## config.mk

```make
export PLATFORM = sky130hd
export DESIGN_NAME = hd_transfer_controller
export DESIGN_NICKNAME = d
export VERILOG_FILES = /design/src/rtl/hd_transfer_controller_pkg.sv /design/src/rtl/hd_transfer_controller_address_counter.sv /design/src/rtl/hd_transfer_controller.sv
export SDC_FILE = /design/constraint.sdc
export NUM_CORES = 1
export LEC_CHECK = 0
export CAP_MARGIN = 25
export CORE_AREA = 2 2 98 100
export DETAILED_ROUTE_END_ITERATION = 10
export DIE_AREA = 0 0 100 102
export PLACE_DENSITY_LB_ADDON = 0.12
export SKIP_CTS_REPAIR_TIMING = 1
export SLEW_MARGIN = 10
export SYNTH_ARGS = -nofsm -noshare
export SYNTH_HDL_FRONTEND = slang
export SYNTH_SLANG_ARGS = --single-unit
```

## constraint.sdc

```tcl
create_clock -name clock -period 2.1 [get_ports clock]
set_input_delay 0.525 -clock clock [delete_from_list [all_inputs] [get_ports clock]]
set_output_delay 0.525 -clock clock [all_outputs]
set_load 0.02 [all_outputs]
```

## src/rtl/hd_transfer_controller_pkg.sv

```systemverilog
// Shared definitions for the hard-drive transfer controller: FSM states,
// transfer direction codes and default widths.
package hd_transfer_controller_pkg;

  localparam int unsigned DEF_DATA_W            = 32;
  localparam int unsigned DEF_TRACK_W           = 7;
  localparam int unsigned DEF_SECTOR_W          = 14;
  localparam int unsigned DEF_SECTORS_PER_TRACK = 16384;
  localparam int unsigned DEF_MEM_AW            = 10;
  localparam int unsigned DEF_LEN_W             = 10;

  localparam logic DIR_LOAD  = 1'b0;
  localparam logic DIR_STORE = 1'b1;

  typedef enum logic [2:0] {
    ST_IDLE,
    ST_LOAD,
    ST_STORE_RD,
    ST_STORE_WR,
    ST_DONE
  } state_e;

  // First state after an accepted start request.
  function automatic state_e entry_state(input logic zero_len, input logic dir);
    if (zero_len) begin
      return ST_DONE;
    end else if (dir == DIR_LOAD) begin
      return ST_LOAD;
    end else begin
      return ST_STORE_RD;
    end
  endfunction

endpackage

```

## src/rtl/hd_transfer_controller_address_counter.sv

```systemverilog
// Hard-drive (track, sector) pointer: loads the first address, then steps one
// sector at a time with wrap into the next track and a sticky overflow flag.
module hd_address_counter #(
  parameter int unsigned TRACK_W           = 7,
  parameter int unsigned SECTOR_W          = 14,
  parameter int unsigned SECTORS_PER_TRACK = 16384
) (
  input  logic                clk_i,
  input  logic                rst_i,
  input  logic                load_i,
  input  logic                inc_i,
  input  logic [TRACK_W-1:0]  track_i,
  input  logic [SECTOR_W-1:0] sector_i,
  output logic [TRACK_W-1:0]  track_o,
  output logic [SECTOR_W-1:0] sector_o,
  output logic                overflow_o
);

  localparam logic [SECTOR_W-1:0] LAST_SECTOR = SECTOR_W'(SECTORS_PER_TRACK - 1);

  logic [TRACK_W-1:0]  track_q,  track_d;
  logic [SECTOR_W-1:0] sector_q, sector_d;
  logic                overflow_q, overflow_d;

  always_comb begin
    track_d    = track_q;
    sector_d   = sector_q;
    overflow_d = overflow_q;
    if (load_i) begin
      track_d    = track_i;
      sector_d   = sector_i;
      overflow_d = 1'b0;
    end else if (inc_i) begin
      if (sector_q == LAST_SECTOR) begin
        sector_d = '0;
        track_d  = track_q + 1'b1;
        // Running off the last track wraps to track 0 but is remembered.
        if (track_q == '1) begin
          overflow_d = 1'b1;
        end
      end else begin
        sector_d = sector_q + 1'b1;
      end
    end
  end

  always_ff @(posedge clk_i) begin
    if (rst_i) begin
      track_q    <= '0;
      sector_q   <= '0;
      overflow_q <= 1'b0;
    end else begin
      track_q    <= track_d;
      sector_q   <= sector_d;
      overflow_q <= overflow_d;
    end
  end

  assign track_o    = track_q;
  assign sector_o   = sector_q;
  assign overflow_o = overflow_q;

endmodule

```

## src/rtl/hd_transfer_controller.sv

```systemverilog
// Initiator for word transfers between the hard drive and data memory:
// load (HD->memory, one word per cycle) or store (memory->HD, two cycles per word).
module hd_transfer_controller
  import hd_transfer_controller_pkg::*;
#(
  parameter int unsigned DATA_W            = DEF_DATA_W,
  parameter int unsigned TRACK_W           = DEF_TRACK_W,
  parameter int unsigned SECTOR_W          = DEF_SECTOR_W,
  parameter int unsigned SECTORS_PER_TRACK = DEF_SECTORS_PER_TRACK,
  parameter int unsigned MEM_AW            = DEF_MEM_AW,
  parameter int unsigned LEN_W             = DEF_LEN_W
) (
  input  logic                clock,
  input  logic                reset,
  input  logic                start,
  input  logic                direction,
  input  logic [TRACK_W-1:0]  req_track,
  input  logic [SECTOR_W-1:0] req_sector,
  input  logic [MEM_AW-1:0]   req_mem_addr,
  input  logic [LEN_W-1:0]    req_length,
  output logic                busy,
  output logic                done,
  output logic                overflow,
  output logic [TRACK_W-1:0]  track,
  output logic [SECTOR_W-1:0] sector,
  output logic [DATA_W-1:0]   data_write,
  output logic                flag_write_hd,
  input  logic [DATA_W-1:0]   output_hard_drive,
  output logic [MEM_AW-1:0]   mem_addr,
  output logic [DATA_W-1:0]   mem_wdata,
  output logic                mem_we,
  input  logic [DATA_W-1:0]   mem_rdata
);

  state_e              state_q;
  logic [MEM_AW-1:0]   mem_addr_q;
  logic [LEN_W-1:0]    count_q;
  logic                busy_q;
  logic                done_q;
  logic                mem_we_q;
  logic                hd_we_q;
  logic                zero_len;
  logic                last_word;
  logic                addr_load;
  logic                addr_inc;

  assign zero_len  = (req_length == '0);
  assign last_word = (count_q == LEN_W'(1));
  assign addr_load = (state_q == ST_IDLE) && start;
  assign addr_inc  = (state_q == ST_LOAD) || (state_q == ST_STORE_WR);

  hd_address_counter #(
    .TRACK_W          (TRACK_W),
    .SECTOR_W         (SECTOR_W),
    .SECTORS_PER_TRACK(SECTORS_PER_TRACK)
  ) u_addr (
    .clk_i     (clock),
    .rst_i     (reset),
    .load_i    (addr_load),
    .inc_i     (addr_inc),
    .track_i   (req_track),
    .sector_i  (req_sector),
    .track_o   (track),
    .sector_o  (sector),
    .overflow_o(overflow)
  );

  always_ff @(posedge clock) begin
    if (reset) begin
      state_q    <= ST_IDLE;
      mem_addr_q <= '0;
      count_q    <= '0;
      busy_q     <= 1'b0;
      done_q     <= 1'b0;
      mem_we_q   <= 1'b0;
      hd_we_q    <= 1'b0;
    end else begin
      done_q <= 1'b0;
      unique case (state_q)
        ST_IDLE: begin
          if (start) begin
            state_q    <= entry_state(zero_len, direction);
            mem_addr_q <= req_mem_addr;
            count_q    <= req_length;
            busy_q     <= !zero_len;
            done_q     <= zero_len;
            mem_we_q   <= !zero_len && (direction == DIR_LOAD);
          end
        end
        ST_LOAD: begin
          mem_addr_q <= mem_addr_q + 1'b1;
          count_q    <= count_q - 1'b1;
          if (last_word) begin
            state_q  <= ST_DONE;
            busy_q   <= 1'b0;
            done_q   <= 1'b1;
            mem_we_q <= 1'b0;
          end
        end
        ST_STORE_RD: begin
          state_q <= ST_STORE_WR;
          hd_we_q <= 1'b1;
        end
        ST_STORE_WR: begin
          hd_we_q    <= 1'b0;
          mem_addr_q <= mem_addr_q + 1'b1;
          count_q    <= count_q - 1'b1;
          if (last_word) begin
            state_q <= ST_DONE;
            busy_q  <= 1'b0;
            done_q  <= 1'b1;
          end else begin
            state_q <= ST_STORE_RD;
          end
        end
        ST_DONE: begin
          state_q <= ST_IDLE;
        end
        default: begin
          state_q <= ST_IDLE;
        end
      endcase
    end
  end

  assign busy     = busy_q;
  assign done     = done_q;
  assign mem_addr = mem_addr_q;

  // Enables are registered but masked by reset so a reset cycle never writes.
  assign mem_we        = mem_we_q & ~reset;
  assign flag_write_hd = hd_we_q & ~reset;

  // Data paths are pass-through: HD read is combinational, memory read lands
  // in STORE_WR one cycle after STORE_RD presented the address.
  assign mem_wdata  = mem_we_q ? output_hard_drive : '0;
  assign data_write = hd_we_q  ? mem_rdata         : '0;

endmodule

```

# == Yosys cells after proc, flatten, opt, wreduce, memory -nomap -nowiden ==
# Cells that the tools add are included.
# op_classes
n_reduce_logical,19
eq_ne,9
n_bitwise,4
n_addsub,4
mux,27
# ops
operator,n
$mux 32,2
$mux 14,3
$pmux 10 s2,2
$mux 7,3
$mux 10,2
$add 14x1->14 const B,1
$eq 14x14->1 const B,1
$mux 3,4
$pmux 3 s4,1
$add 10x1->10 const B,1
$eq 10x1->1 const B,1
$logic_not 10->1,1
$reduce_bool 2->1,5
$sub 10x1->10 const B,1
$reduce_and 3->1,3
$pmux 1 s2,4
$add 7x1->7 const B,1
$eq 7x7->1 const B,1
$eq 3x2->1 const B,2
$reduce_and 2->1,3
$mux 1,5
$ne 2x2->1 const B,2
$reduce_or 2->1,2
$eq 3x1->1 const B,1
8 further kinds,11
# word_totals
in_bits,109
reg_bits,49
word_cells,73
output_inout_bits,100

# == Longest topological paths before layout ==
# depth
ltp_word,5
mapped_depth,7
depth_no_buf,6

# == Modules after synthesis ==
# Synthesis repeated with hierarchy kept, for this count alone.
# hier_totals
hier_cells,438
area_unflattened_um2,3345.7
# by_module_without_submodules
mod,area_per_inst_um2,n_inst,cells_each,seq_area_each_um2
hd_transfer_controller,2034.5,1,278,540.5
hd_address_counter,1311.3,1,160,440.4

# == Least setup slack after synthesis ==
# OpenSTA, ideal clock, no wires.
# synth_path
path_type,input port to flip-flop
start,input port req_length[4]
end,register state_q[0]
n_path_buf,0
required_ps,1984
setup_ps,116
arrival_time_ps,1693
cell_stages,4
slack_ps,291
path_cell_list,or4_1 -> nor4_2 -> o32ai_1 -> a31o_2
# synth_between
elab_chain_len,4
# synth_rtl
element,line_no,source
from (decl),hd_transfer_controller.sv:20,"input logic [LEN_W-1:0] req_length,"
$logic_not 10->1,hd_transfer_controller.sv:47,assign zero_len = (req_length == '0);
$mux 3,hd_transfer_controller_pkg.sv:25,if (zero_len) begin
$mux 3,hd_transfer_controller.sv:81,if (start) begin
$pmux 3 s4,hd_transfer_controller.sv:79,unique case (state_q)
to (signal assigned),hd_transfer_controller.sv:82,"state_q <= entry_state(zero_len, direction);"
to (decl),hd_transfer_controller.sv:35,state_e state_q;
# Every way passes these cells. The select of a mux whose other input is x is not followed.
# A chain may end at the register's enable or synchronous reset.

# == Worst setup path in the final report ==
# layout_path
start,input port reset
end,output port mem_we
# layout_between
elab_chain_len,2
# layout_rtl
element,line_no,source
from (decl),hd_transfer_controller.sv:14,"input logic reset,"
$not 1->1,hd_transfer_controller.sv:131,assign mem_we = mem_we_q & ~reset;
$and 1x1->1,hd_transfer_controller.sv:131,
to (decl),hd_transfer_controller.sv:31,"output logic mem_we,"
# Every way passes these cells.

==> results.md <==
Run status:
- The run finished with clean final reports.

Floorplan:
- The cell row count is 35.
- The core region is 9110 sq um.
- The overall die width is 100 um.
- The die covers 10,200 sq um.
- In this run the count of I/O pins placed on the die edge is 209.
- The overall die height is 102 um.
- For this configuration, the core starts out at a cell density of 0.362.

Critical path:
- The required time reported for the critical path endpoint is 1570 ps.
- The critical path is of the in2out type.
- The critical path capture point type is a primary output.
- The capture point of the critical path is mem_we.
- In this run the worst path has a maximum fanout of 16.
- The cell depth of the worst flop-to-flop path is 6.
- The register-to-register path setup slack is 270 ps.
- The reg-to-reg critical path endpoint is u_addr.track_o[2].
- The worst reg2reg path startpoint is u_addr.sector_o[1].
- In this run the worst setup path begins at reset.
- The worst endpoint data arrival time is 1520 ps.
- The kind of start point of the critical path is an input pin.

Pwr:
- The total power per unit cell area is 623 nW/um^2.
- The overall power consumption is 3.75 mW.
- The peak supply drop is 363 uV.
- In this run the static leakage power is 3.29 nW.

Final layout:
- The area overhead of the layout relative to synthesis is 82.8%.
- Of the cells placed in the final design, the portion with a size suffix greater than 1 is 0.103.
- The net count reported at finish is 753.
- After routing the design area is 6020 sq um.
- The post-layout utilization of the core is 0.661.
- The number of inserted diodes is 0.
- The final cell count without fillers is 751.

STA:
- At the pin with the least slew margin, the transition time is 629 ps.
- The timing-limited maximum frequency is 489 MHz.
- The final setup violation count is 0.
- The final count of pins violating max slew is 0.
- Across all setup checks in the final design, the least slack found is 54.8 ps.
- The worst slack on hold paths is 493 ps.
- The summed negative setup slack over all endpoints is 0 ps.
- The max-slew headroom at the worst pin is 0.577.
- The count of final hold-check violations came to 0.
- The time the worst path needs with I/O delays and setup is 2050 ps.
- Setup repair after global routing left no endpoint under its margin.
- Between clock sinks in the finished design, the worst skew comes to 14.1 ps.
- The final period utilization is 0.974.

Global route:
- The met3 track demand over resource is 0.0417.
- The global-route met1 utilization is 0.283.
- The via count of the first global-routing pass is 3,826.
- The met2 demand-to-capacity share in global routing is 0.441.
- The sum of overflow across all layers after global routing is 0.
- The pin count of the biggest net entering global routing is 34.
- The first global-routing pass estimated 19,300 um of wire.
- The total global-route track usage is 0.236.
- The global routing stage identified its most utilized layer as met2.
- The number of antenna violations at the first check in global routing is 0.

Yosys:
- Each instance of the synthesized netlist takes up on average 7.90 sq um.
- The mapped netlist covers 3300 sq um.
- The flip-flop cell with the highest count after synthesis is sky130_fd_sc_hd__dfxtp_1.
- Among all cell types in the netlist, the one instantiated most often is sky130_fd_sc_hd__and2_1.
- Sorting the synthesized cells by how often they occur yields 69 x sky130_fd_sc_hd__and2_1, 49 x sky130_fd_sc_hd__dfxtp_1, 27 x sky130_fd_sc_hd__a21oi_1, 26 x sky130_fd_sc_hd__nand2_1, 24 x sky130_fd_sc_hd__o21ai_0.
- The share of synthesized area in the top cell type comes to 0.298.
- The number of synthesized flops with an enable pin is 0.
- The netlist uses 62 different library cells.
- Counting flops and latches in the post-synthesis netlist gives 49.
- Summed over all instances, the cell type with the most area after synthesis is sky130_fd_sc_hd__dfxtp_1.
- Counting flops with an async set or reset pin after synthesis yields a share of 0.
- During synthesis, Yosys emitted a total of 0 warnings.
- By area the synthesized netlist is led by sky130_fd_sc_hd__dfxtp_1 30%, sky130_fd_sc_hd__and2_1 13%, sky130_fd_sc_hd__a21oi_1 4.1%.
- Counting every instance in the synthesized netlist gives 417.
- The portion of the post-synthesis area used by sequential elements is 0.298.
- The synthesized net count is 531.

Place:
- The post-placement cell count is 743.
- Summing all placed instances gives a cell area of 5710 sq um.
- At the placement stage, the worst setup path has a slack of -256 ps.
- The post-DP HPWL is 10,100 um.
- The number of port buffers is 208.
- The congestion estimate from routability-driven global placement came to 0.849.

Drt:
- The wire length per cell after detailed routing is 17.6 um.
- The post-detailed-route DRC marker count is 0.
- The average via count per standard cell is 5.47.
- The remaining number of nets flagged by the antenna check after routing is 0.
- The final route contains 4,108 vias.
- The sum of routed wire length over all layers is 13,200 um.
- In this run, the number of DRC markers left after iteration 0 of detailed routing was 185.
- Before antenna repair, the detailed router went through 5 iterations.

CTS:
- In this run the number of H-tree levels came out at 2.
- The largest buffer count on any clock path is 2.
- The number of clock sinks is 49.
- The number of buffers inserted during clock tree synthesis is 5.
- The clock edge transition at the registers on the reported setup and hold paths is 100 ps.
- The clock network latency to the later pin of the worst-skew pair is 320 ps.
- The tree is rooted in a sky130_fd_sc_hd__clkbuf_8.
- TritonCTS built the clock tree.

Run:
- Across the run, the number of max-cap violations was 0.

Worst hold path:
- The hold path startpoint is busy.
- In this run the worst hold path is classified as reg2reg.
==> kinds of logic (layout without fill, tap and decap cells) <==
kind of cell | Yosys count | after routing | synth area share
fa+ha+maj | 5 | 5 | 0.0190
flops | 49 | 49 | 0.298
mux | 4 | 4 | 0.0133
buf+inv | 41 | 264 | 0.0547
xor+xnor | 7 | 7 | 0.0186
simple gates | 186 | 186 | 0.337
compound gates | 125 | 125 | 0.260
==> worst min-delay path by stage <==
stage / slack (ps) / end / depth (start not counted)
after floorplan: 450 / count_q[1] / 2
after global placement: 470 / count_q[1] / 2
after detailed placement: 480 / busy / 2
after CTS: 490 / busy / 2
after global routing: 520 / busy / 2
final: 490 / busy / 2
==> where the power goes <==
part	leakage, nW	switching (mW)	internal [mW]	total, mW
logic	2.82	0.824	0.858	1.68
clock network	0.0687	0.358	0.480	0.838
registers	0.404	0.171	1.06	1.23
==> critical path, stage by stage <==
cell	delay [ps]
sky130_fd_sc_hd__clkdlybuf4s50_1	430
sky130_fd_sc_hd__buf_4	210
sky130_fd_sc_hd__nor2b_2	170
sky130_fd_sc_hd__buf_4	180
==> state kept, by name, indices dropped and copies added, names as in the netlist, 3 cells and up <==
signal,count
mem_addr,10
u_addr.track_o,7
u_addr.sector_o,14
state_q,3
count_q,10
==> area by class of cell <==
cell class	instances	area [sq um]
Clock inverter	3	68.8
Multi-Input combinational cell	327	2160
Sequential cell	49	981
Tap cell	111	139
Clock buffer	5	68.8
Fill cell	758	3090
Inverter	8	30.0
Timing Repair Buffer	248	2580
==> routing by layer <==
layer | wire length [um] | share of wire
met1 | 5380 | 0.41
met4 | 133 | 0.010
met3 | 895 | 0.068
met5 | 0 | 0
met2 | 6810 | 0.52
==> placed cells by master, fill, tap and decap left out, drive strengths merged, types with 4 or more instances in the layout <==
cell type      Yosys  layout
a211oi            14      14
a21oi             28      28
a221oi             4       4
a311oi             9       9
a31oi              5       5
and2              69      69
and3               5       5
and4               6       6
buf               10      41
clkbuf            23       5
clkdlybuf4s50      0     142
dfxtp             49      49
dlymetal6s2s       0      65
ha                 5       5
inv                8       9
nand2             26      26
nand3             15      15
nand4              7       7
nor2              17      17
nor2b              6       6
nor3               8       8
nor4               4       4
o211ai             4       4
o21ai             25      25
o31ai              6       6
o32ai              4       4
or3                5       5
xor2               4       4
Power figures use the tool's default switching activity.
==> RTL change (config.mk and constraints unchanged) <==
Encoding of `state_e`: now one-hot (5 bits for 5 states).
--- a/src/rtl/hd_transfer_controller_pkg.sv
+++ b/src/rtl/hd_transfer_controller_pkg.sv
@@ -13,10 +13,10 @@
   localparam logic DIR_STORE = 1'b1;
 
-  typedef enum logic [2:0] {
-    ST_IDLE,
-    ST_LOAD,
-    ST_STORE_RD,
-    ST_STORE_WR,
-    ST_DONE
+  typedef enum logic [4:0] {
+    ST_IDLE     = 5'b00001,
+    ST_LOAD     = 5'b00010,
+    ST_STORE_RD = 5'b00100,
+    ST_STORE_WR = 5'b01000,
+    ST_DONE     = 5'b10000
   } state_e;
 
Formal check against the unedited RTL: same outputs for any inputs over 10 cycles, from zero or initial values and one cycle with reset high; not proved beyond that.
==> RTL change against the unedited design <==
  * Sequential power down 7%
  * Synthesized area increased by 3.8%
  * Worst setup slack worse by 0.045 ns
  * Design area is 0.73% higher
  * Wire length down 0.54%
  * Power decreased by 26%
  * Global-route usage increased by 0.19 points
  * Sequential cell count up 2
  * Critical endpoint is now u_addr.sector_o[5]
  * Largest power group is now registers
==> RTL change: results <==
[logic_synthesis]
post_synth_main_area_contributors = sky130_fd_sc_hd__dfxtp_1, sky130_fd_sc_hd__and2_1, sky130_fd_sc_hd__a21oi_1
yosys.area_share.adder_pct = 1.83
yosys.area_share.xor_xnor_pct = 2.30
syn_area_per_cell_sq_um = 7.64
synth_compound_gate_area_share_pct = 23.4
yosysSeqAreaShare_pct = 29.8
synth.net_count = 562
yosys-mux-area-fraction_pct = 0.622
ys_flop_type = sky130_fd_sc_hd__dfxtp_1
synth_commonest_cells = sky130_fd_sc_hd__and2_1, sky130_fd_sc_hd__dfxtp_1, sky130_fd_sc_hd__a21oi_1, sky130_fd_sc_hd__nand2_1, sky130_fd_sc_hd__o21ai_0

[power_and_ir_drop]
power_switching_share_pct = 32.2
power_leakage_nw = 3.34
vdd_drop_max_mv = 0.367

[grt]
maximum_number_of_pins_on_one_net_before_global_route_repair = 45
global_route_wire_length_before_repair_um = 19700
antenna_found_initial = 1
groute.usage.overall_pct = 23.8
grt_pass1_vias = 3911

[min_path]
min_delay_worst_endpoint = count_q[9]
min-delay-path-class = reg -> reg
hold_path_startpoint = count_q[9]

[place]
place_area_sq_mm = 0.00577
placedCellCount = 766
dp.final_hpwl_um = 10100
place.gp.congestion = 0.873

[critical_path]
timing.rr.start = state_q[4]
timing.critical_path.slowest_stage_cell = sky130_fd_sc_hd__clkdlybuf4s50_1
timing.reg2reg.setup_slack_ns = 0.11
regToRegEndpoint = u_addr.track_o[3]
cp_top_family = compound AO/OA/AOI/OAI gates
critical_path.max_stage_delay_ns = 0.52
timing.reg2reg.worst_path_depth = 8
worst-path-max-fanout = 12
data_arrival_time_of_the_critical_path_ns = 2.27

[cells_and_area]
largest_register_ffs = 14
fillers = 786
layout-drive-gt1-share_pct = 8.60
finalNetCount = 776

[routing]
wirelength_um = 13200
detailedRoute.firstIterationViolations = 239
vias_per_cell = 5.41
routed_wire_length_per_instance_um = 17.0
firstDrtPassIters = 4

[sta]
skew_ns = 0.00697
worst_max_slew_pin_slew_ns = 0.491

[clock_tree]
ctsLongestPathBuffers = 2
htree_num_levels = 2
clk_pin_slew_worst_paths_ns = 0.09

[status]
run_status = completed
-- RTL change: worst max path at each step --
stage / from / slack, ns / end
after floorplan: u_addr.sector_o[0] / 0.09 / u_addr.track_o[5]
after global placement: start / -0.21 / u_addr.track_o[3]
after detailed placement: start / -0.31 / u_addr.sector_o[5]
after CTS: output_hard_drive[13] / -0.17 / mem_wdata[13]
after global routing: start / -0.02 / u_addr.sector_o[7]
final: start / 0.01 / u_addr.sector_o[5]
-- RTL change: final cells by class --
type	instances	area [sq um]	area share (%)
repair buffers	239	2520	41.5
multi-input cells	353	2240	36.9
flip-flops and latches	51	1020	16.8
well taps	111	139	2.29
clock buffers	8	100	1.65
inverters	12	45.0	0.742
diodes	2	5.00	0.0825
-- RTL change: power groups by stage --
stage / Combinational, W / Clock (W) / Sequential [W]
2_1_floorplan: 0.000416 / 0 / 0.00121
3_3_place_gp: 0.000979 / 0 / 0.00116
3_5_place_dp: 0.000998 / 0 / 0.00116
4_1_cts: 0.00100 / 0.000635 / 0.00114
5_1_grt: 0.00108 / 0.000672 / 0.00116
6_report: 0.00100 / 0.000633 / 0.00115
-- RTL change: metrics by stage --
step                      setup WS [ns]  hold WS [ns]
final                           0.00998         0.493
after global routing            -0.0197         0.520
after CTS                        -0.172         0.486
after detailed placement         -0.314         0.462
after global placement           -0.208         0.465
after floorplan                  0.0929         0.423
-- RTL change: logic make-up (layout without fill, tap and decap cells) --
| family | count (synthesis) | in the layout |
|---|---|---|
| buffers and inverters | 44 | 259 |
| muxes | 2 | 2 |
| adders and majority gates | 5 | 5 |
| other | 0 | 2 |
| and+or+nand+nor | 215 | 215 |
| AOI/OAI and AO/OA | 122 | 122 |
| xor gates and xnor gates | 9 | 9 |
| DFF | 51 | 51 |
-- RTL change: worst register-to-register path, delay by kind of cell (launching register included) --
| kind | cells | cell delay [ns] |
|---|---|---|
| compound gates | 3 | 0.39 |
| buf+inv | 3 | 0.56 |
| flops | 1 | 0.34 |
| simple gates | 2 | 0.61 |
-- RTL change: routing by layer --
layer / part of all wire (%) / up-vias / GRT usage [%]
met1: 39 / 1963 / 27.5
met4: 2.8 / 0 / 8.32
met3: 8.0 / 23 / 5.40
met2: 50 / 173 / 43.2
li1: - / 2042 / -
met5: 0 / - / 0
